**config.mk**
```make
export PLATFORM = sky130hd
export DESIGN_NAME = booth_mult_ctrl_flat
export DESIGN_NICKNAME = d
export VERILOG_FILES = /design/src/rtl/booth_mult_ctrl_if.sv /design/src/rtl/booth_mult_ctrl.sv /design/src/flat_wrapper.sv
export SDC_FILE = /design/constraint.sdc
export NUM_CORES = 1
export LEC_CHECK = 0
export BUFFER_PORTS_ARGS = -buffer_cell sky130_fd_sc_hd__buf_2
export CORE_AREA = 2 2 39 41
export DETAILED_ROUTE_END_ITERATION = 16
export DIE_AREA = 0 0 41 43
export GPL_TIMING_DRIVEN = 0
export REMOVE_ABC_BUFFERS = 1
export SYNTH_ARGS = -nofsm -noshare
export SYNTH_HDL_FRONTEND = slang
export SYNTH_SLANG_ARGS = --single-unit
```
**constraint.sdc**
```tcl
create_clock -name clk -period 2.2 [get_ports clk]
set_input_delay 0.44 -clock clk [delete_from_list [all_inputs] [get_ports clk]]
set_output_delay 0.44 -clock clk [all_outputs]
set_load 0.01 [all_outputs]
```
**src/rtl/booth_mult_ctrl_if.sv**
```systemverilog
// rtl/booth_mult_ctrl_if.sv - handshake/control bundle between Booth controller and its datapath
//
// Purpose: groups the start handshake, the two Booth decision bits coming back
// from the datapath and every enable/status line the controller drives.
//
// Ports (signals):
//   start     master -> slave   begin a multiplication
//   q0        master -> slave   datapath Q[0]
//   qm1       master -> slave   datapath Q[-1]
//   busy      slave -> master   controller not idle
//   ld_m      slave -> master   load multiplicand register
//   ld_q      slave -> master   load multiplier register, clear Q[-1]
//   clr_a     slave -> master   clear accumulator
//   add_en    slave -> master   A <= A + M
//   sub_en    slave -> master   A <= A - M
//   shift_en  slave -> master   arithmetic right shift of {A,Q,Q[-1]}
//   done      slave -> master   one-cycle completion pulse
//   count     slave -> master   iterations remaining
interface booth_mult_ctrl_if #(
  parameter int CNT_W = 4
);
  logic             start;
  logic             q0;
  logic             qm1;
  logic             busy;
  logic             ld_m;
  logic             ld_q;
  logic             clr_a;
  logic             add_en;
  logic             sub_en;
  logic             shift_en;
  logic             done;
  logic [CNT_W-1:0] count;

  modport master (
    output start, q0, qm1,
    input  busy, ld_m, ld_q, clr_a, add_en, sub_en, shift_en, done, count
  );

  modport slave (
    input  start, q0, qm1,
    output busy, ld_m, ld_q, clr_a, add_en, sub_en, shift_en, done, count
  );
endinterface

```
**src/rtl/booth_mult_ctrl.sv**
```systemverilog
// rtl/booth_mult_ctrl.sv - sequencing FSM for a radix-2 Booth multiplier datapath
//
// Purpose: drives load, add/sub and shift enables for an N-iteration Booth
// multiply over a negedge-capturing datapath, and pulses done when {A,Q}
// holds the product. The FSM updates on posedge so every enable has half a
// cycle of setup before the datapath samples it on the following negedge.
//
// Ports:
//   clk   in   clock (FSM on posedge)
//   rst   in   asynchronous, active-low reset
//   bus   slave modport of booth_mult_ctrl_if (start, q0, qm1 in;
//         busy, ld_m, ld_q, clr_a, add_en, sub_en, shift_en, done, count out)
module booth_mult_ctrl #(
  parameter int N     = 8,
  parameter int CNT_W = 4
) (
  input  logic              clk,
  input  logic              rst,
  booth_mult_ctrl_if.slave  bus
);

  typedef enum logic [2:0] {
    S_IDLE,
    S_LOAD,
    S_TEST,
    S_ADD,
    S_SUB,
    S_SHIFT,
    S_DONE
  } state_t;

  localparam logic [CNT_W-1:0] N_CNT = CNT_W'(N);

  state_t           state_q, state_d;
  logic [CNT_W-1:0] count_q, count_d;

  logic busy_d, ld_m_d, ld_q_d, clr_a_d, add_en_d, sub_en_d, shift_en_d, done_d;

  always_ff @(posedge clk or negedge rst) begin
    if (!rst) begin
      state_q <= S_IDLE;
      count_q <= '0;
    end else begin
      state_q <= state_d;
      count_q <= count_d;
    end
  end

  // Next-state logic. The Booth decision in TEST uses Q[0]/Q[-1] as left by
  // the previous negedge shift, which is why TEST is its own state.
  always_comb begin
    state_d = state_q;
    count_d = count_q;
    case (state_q)
      S_IDLE: begin
        if (bus.start) state_d = S_LOAD;
      end
      S_LOAD: begin
        count_d = N_CNT;
        state_d = S_TEST;
      end
      S_TEST: begin
        case ({bus.q0, bus.qm1})
          2'b10:   state_d = S_SUB;
          2'b01:   state_d = S_ADD;
          default: state_d = S_SHIFT;
        endcase
      end
      S_ADD: state_d = S_SHIFT;
      S_SUB: state_d = S_SHIFT;
      S_SHIFT: begin
        // Guarded decrement so the counter can never wrap below zero.
        if (count_q != '0) count_d = count_q - 1'b1;
        if (count_q <= CNT_W'(1)) state_d = S_DONE;
        else                      state_d = S_TEST;
      end
      S_DONE: state_d = S_IDLE;
      default: begin
        state_d = S_IDLE;
        count_d = '0;
      end
    endcase
  end

  // Moore output decode: purely from state_q, so the async reset forces
  // every output low immediately.
  always_comb begin
    busy_d     = 1'b0;
    ld_m_d     = 1'b0;
    ld_q_d     = 1'b0;
    clr_a_d    = 1'b0;
    add_en_d   = 1'b0;
    sub_en_d   = 1'b0;
    shift_en_d = 1'b0;
    done_d     = 1'b0;
    case (state_q)
      S_IDLE: ;
      S_LOAD: begin
        busy_d  = 1'b1;
        ld_m_d  = 1'b1;
        ld_q_d  = 1'b1;
        clr_a_d = 1'b1;
      end
      S_TEST: busy_d = 1'b1;
      S_ADD: begin
        busy_d   = 1'b1;
        add_en_d = 1'b1;
      end
      S_SUB: begin
        busy_d   = 1'b1;
        sub_en_d = 1'b1;
      end
      S_SHIFT: begin
        busy_d     = 1'b1;
        shift_en_d = 1'b1;
      end
      S_DONE: begin
        busy_d = 1'b1;
        done_d = 1'b1;
      end
      default: ;
    endcase
  end

  assign bus.busy     = busy_d;
  assign bus.ld_m     = ld_m_d;
  assign bus.ld_q     = ld_q_d;
  assign bus.clr_a    = clr_a_d;
  assign bus.add_en   = add_en_d;
  assign bus.sub_en   = sub_en_d;
  assign bus.shift_en = shift_en_d;
  assign bus.done     = done_d;
  assign bus.count    = count_q;

endmodule

```
**src/flat_wrapper.sv**
```systemverilog
// flat-port wrapper written by rule: the top's interface ports become plain ports
module booth_mult_ctrl_flat 
#(
  parameter int N     = 8,
  parameter int CNT_W = 4
)
  (clk, rst, bus_start, bus_q0, bus_qm1, bus_busy, bus_ld_m, bus_ld_q, bus_clr_a, bus_add_en, bus_sub_en, bus_shift_en, bus_done, bus_count);
  booth_mult_ctrl_if #(.CNT_W(CNT_W)) bus_i ();
  input  logic clk;
  input  logic rst;
  input wire logic [$bits(bus_i.start)-1:0] bus_start;
  input wire logic [$bits(bus_i.q0)-1:0] bus_q0;
  input wire logic [$bits(bus_i.qm1)-1:0] bus_qm1;
  output wire logic [$bits(bus_i.busy)-1:0] bus_busy;
  output wire logic [$bits(bus_i.ld_m)-1:0] bus_ld_m;
  output wire logic [$bits(bus_i.ld_q)-1:0] bus_ld_q;
  output wire logic [$bits(bus_i.clr_a)-1:0] bus_clr_a;
  output wire logic [$bits(bus_i.add_en)-1:0] bus_add_en;
  output wire logic [$bits(bus_i.sub_en)-1:0] bus_sub_en;
  output wire logic [$bits(bus_i.shift_en)-1:0] bus_shift_en;
  output wire logic [$bits(bus_i.done)-1:0] bus_done;
  output wire logic [$bits(bus_i.count)-1:0] bus_count;
  assign bus_i.start = bus_start;
  assign bus_i.q0 = bus_q0;
  assign bus_i.qm1 = bus_qm1;
  assign bus_busy = bus_i.busy;
  assign bus_ld_m = bus_i.ld_m;
  assign bus_ld_q = bus_i.ld_q;
  assign bus_clr_a = bus_i.clr_a;
  assign bus_add_en = bus_i.add_en;
  assign bus_sub_en = bus_i.sub_en;
  assign bus_shift_en = bus_i.shift_en;
  assign bus_done = bus_i.done;
  assign bus_count = bus_i.count;
  booth_mult_ctrl #(.N(N), .CNT_W(CNT_W)) u_core (.clk(clk), .rst(rst), .bus(bus_i));
endmodule
```
# --- Word level (Yosys, flattened, before mapping) ---
# Cells that the tools add are included.
classes:
  addsub: 1
  order_cmp: 1
  n_eq_ne: 10
  muxes: 12
  bitwise_logic: 1
  reduce_logical: 6
op_table:
  columns: ["op", "count"]
  rows:
  - ["$pmux W3 S5", 1]
  - ["$pmux W4 S3", 1]
  - ["$eq A3 B3 Y1 const B", 3]
  - ["$eq A3 B2 Y1 const B", 2]
  - ["$mux W1", 6]
  - ["$mux W3", 2]
  - ["$pmux W3 S2", 1]
  - ["$reduce_or A6 Y1", 1]
  - ["$reduce_or A5 Y1", 1]
  - ["$le A4 B1 Y1 const B", 1]
  - ["$mux W4", 1]
  - ["$reduce_bool A4 Y1", 1]
  - ["$sub A4 B1 Y4 const B", 1]
  - ["$eq A3 B1 Y1 const B", 1]
  - ["$logic_not A3 Y1", 1]
  - ["$eq A2 B1 Y1 const B", 1]
  - ["$eq A2 B2 Y1 const B", 1]
  - ["$ne A2 B1 Y1 const B", 1]
  - ["$ne A2 B2 Y1 const B", 1]
  - ["$reduce_and A2 Y1", 1]
  - ["$reduce_or A2 Y1", 1]
  - ["$not A1 Y1", 1]
word_totals:
  regBits: 7
  input_bits: 5
  out_inout_bits: 12
  word_cells: 33

# --- Depth between registers and ports, before layout ---
logic_depth:
  word_depth: 4
  depth_mapped: 5
  ltp_nobuf: 5

# --- Worst setup path before layout ---
# Ideal clock, no wire load.
synth_timing:
  path_type: "reg-to-output"
  from: "register u_core.state_q[1]"
  to: "output port bus_ld_m"
  t_arrival_ns: 1.090
  required_time_ns: 1.760
  path_slack_ns: 0.670
  path_stages_with_launch: 5
  n_path_buf: 2
  path_cell_list: "dfrtp_1 -> clkbuf_1 -> nor2b_1 -> and2_1 -> buf_4"
synth_between:
  elab_chain_len: 2
synth_lines:
  columns: ["item", "line", "rtl"]
  rows:
  - ["start: declaration", "booth_mult_ctrl.sv:34", "state_t state_q, state_d;"]
  - ["start signal: assignment", "booth_mult_ctrl.sv:44", "state_q <= state_d;"]
  - ["$eq A3 B1 Y1", null, null]
  - ["$mux W1", null, null]
  - ["end: declaration", "flat_wrapper.sv:15", "output wire logic [$bits(bus_i.ld_m)-1:0] bus_ld_m;"]
# Every way passes these cells.

# --- Worst setup path in the final report ---
layout_timing:
  from: "register u_core.state_q[0]"
  to: "output port bus_ld_q"
layout_between:
  elab_chain_len: 2
layout_lines:
  columns: ["item", "line", "rtl"]
  rows:
  - ["$eq A3 B1 Y1", "booth_mult_ctrl.sv:96", "case (state_q)"]
  - ["$mux W1", "booth_mult_ctrl.sv:96", null]
  - ["end: declaration", "flat_wrapper.sv:16", "output wire logic [$bits(bus_i.ld_q)-1:0] bus_ld_q;"]
# Every way passes these cells.

==> flow_summary_export.csv <==
group,metric,value,unit
route,ant_nets,0,
synth,synth_area_leaders,"dfrtp_1 (35%), ha_1 (7.6%), nor3_1 (4.0%)",
placed_design,placed_area,568,um^2
clocking,clock_insertion_delay_worst_skew,240,ps
sta,hold_viol,0,
clocking,cts_max_level,1,
cells_and_area,nets,81,
clocking,cts-resized-gates,0,
clocking,cts_sinks,7,
placed_design,gp_congestion,0.736,
sta,maxSlewViolCount,0,
synth,synth_compound_area_share,20.7,%
cells_and_area,syn_to_final_growth,19.9,%
die,ios,17,
run,drv_cap,0,
critical_path,r2r_start,"u_core.bus.count[0]",
global_routing,grt_max_degree,17,
die,core_area,1380,um^2
route,drt_iter0_markers,2,
sta,max-slew-margin-rel,71.3,%
clocking,cts_tree,"built",
placed_design,dp_hpwl,776,um
synth,synth.avg_cell_area,8.69,um^2
sta,worst_pin_slew,431,ps
synth,synth_mux_area_share,0,%
die,start_util,35.8,%
power_and_ir_drop,leakagePower,0.290,nW
die,die_y,43,um
placed_design,io_buffers,16,
critical_path,cp_slowest_cell,"dfrtp_1",
synth,yosysTopAreaCell,"dfrtp_1",
critical_path,worstSetupPathType,"register to output port",
synth,synth_cell_types,29,
cells_and_area,design_area,594,um^2
clocking,clkTransAtPathRegs,50,ps
sta,layout_setup_ws,304,ps
placed_design,dp_worst_setup_slack,552,ps
critical_path,slowest_delay,600,ps
clocking,clockBufferDepth,2,
sta,setup_viol,0,
critical_path,cp.buffers_inverters,1,
global_routing,grt_pass1_vias,392,
critical_path,crit_fanout,16,
run_status,status,"finished clean",
global_routing,antenna_found_initial,0,
critical_path,rr_endpoint,"u_core.bus.count[1]",
route,vias_per_cell,5.05,
critical_path,end_kind,"output port",
clocking,hold_buffers,0,
synth,syn-instance-count,57,
route,wl,973,um
critical_path,ff2ff_path_depth,5,
sta,min_period_over_period,86.2,%
critical_path,worst_ep_required_time,1760,ps
global_routing,grt_overflow,0,
die,die_area,1760,um^2
cells_and_area,drive_above_1_share,30.6,%
global_routing,grt_pass1_wl,1.59,mm
critical_path,cp-start-kind,"register",
clocking,cts_made_buffers,3,
power_and_ir_drop,peakVddDrop,478,uV
clocking,cts_root_buf,"clkbuf_4",
synth,synth_area,495,um^2
cells_and_area,antenna_cells,0,
route,routedWlPerCell,11.1,um
synth,synth_top_family_by_area,"simple AND/OR/NAND/NOR gates",
hold_path,hold_class,"input port to async pin",
sta,tns,0,ps
synth,yosys.area_share.simple,27.8,%
route,vias,444,
global_routing,track_usage,13.7,%
synth,yosys.area.top_type_share,35.4,%
sta,fin_skew,0.392,ps
die,num_rows,14,
synth,ys_warn_count,0,
critical_path,crit_cells,3,
critical_path,crit_chain,"nor2b_1, and2_1, buf_2",
synth,ys_seq_elements,7,
clocking,cts_setup_buffers,0,
critical_path,arrival,1460,ps
critical_path,r2r_slack,630,ps
synth,synth_xor_xnor_area_share,0,%
sta,min_period,1900,ps
route,drc,0,
die,dieWidth,41,um
sta,fmax,527,MHz
power_and_ir_drop,p_per_area,1520,nW/um^2
sta,rsz0062_at_grt,"false",
synth,synthAdderAreaFrac,7.58,%
route,drt_pre_antenna_iters,4,
synth,ys_seq_area_share,35.4,%
critical_path,critPathTopFamily,"flip-flops",
## sequential cells by signal, summed over array words and instances, names as in the netlist
register,count
u_core.bus.count,4
u_core.state_q,3
## cells in the mapped netlist (all sizes together)
master	number
and2	2
o22ai	1
o221ai	1
or3b	1
a21o	2
ha	3
o211ai	1
a21oi	2
nand3	2
nand4	1
o2bb2ai	1
dfrtp	7
nand2	2
clkbuf	2
nand2b	3
nor3	4
and3	2
nor2	5
inv	4
buf	3
o311ai	1
nor2b	2
nor3b	1
o2111a	1
a31o	1
o31a	1
o21ai	1
## layout make-up
| class | count | area (um^2) |
|---|---|---|
| clock buffers | 4 | 26.3 |
| fillers | 153 | 790 |
| inverters | 4 | 15.0 |
| multi-input cells | 41 | 278 |
| flip-flops and latches | 7 | 175 |
| well taps | 16 | 20.0 |
| repair buffers | 16 | 80.1 |
## worst reg2reg max path, cell delays in order, from the launching register on
cell,delay (ps)
dfrtp_1,410
inv_1,150
ha_1,180
or3b_4,390
nand3_1,160
o221ai_1,140
## worst max path at each step
stage	start	end
floorplan	u_core.state_q[0]	bus_clr_a
global placement	u_core.state_q[0]	bus_ld_m
detailed placement	u_core.state_q[0]	bus_ld_q
CTS	u_core.state_q[0]	bus_ld_q
global route	u_core.state_q[0]	bus_ld_q
finish	u_core.state_q[0]	bus_ld_q
## logic make-up (layout without fill, tap and decap cells)
group	Yosys count	count (layout)
compound gates	13	13
flops	7	7
fa+ha+maj	3	3
simple gates	25	25
buf+inv	9	24
## cells in the final DEF (no fill, tap or decap)
cell,Yosys,routed
a21o_1,2,2
a21oi_1,1,1
a21oi_2,1,1
a31o_2,1,1
and2_1,2,2
and3_1,2,2
buf_2,1,16
clkbuf_1,2,1
clkbuf_4,0,3
dfrtp_1,7,7
ha_1,3,3
inv_1,4,4
nand2_1,2,2
nand2b_1,3,3
nand3_1,2,2
nand4_1,1,1
nor2_1,5,5
nor2b_1,2,2
nor3_1,4,4
nor3b_1,1,1
o2111a_1,1,1
o211ai_1,1,1
o21ai_0,1,1
o221ai_1,1,1
o22ai_1,1,1
o2bb2ai_1,1,1
o311ai_0,1,1
o31a_1,1,1
or3b_4,1,1
## power breakdown
part	switching (mW)	leakage, nW	internal (mW)
logic	0.253	0.189	0.230
clock network	0.0397	0.0150	0.0687
registers	0.119	0.0864	0.191
## per-stage QoR
step	std cells	util, %	hold WS, ps	total power [mW]
2_1_floorplan	52	-	144	0.625
5_1_grt	88	42.9	18.9	1.00
3_3_place_gp	84	41.0	272	0.794
4_1_cts	88	42.9	7.86	0.918
6_report	88	42.9	15.5	0.902
3_5_place_dp	84	41.0	274	0.802
## per-layer routing
layer	track usage [%]	wire, um	share of wire [%]	vias to the layer above
li1	-	-	-	231
met1	17.7	434	45	206
met2	19.1	494	51	5
met3	1.57	31	3.2	2
met4	12.0	12	1.2	0
met5	0	0	0	-
Note: power is estimated with default switching activity, not from simulation.
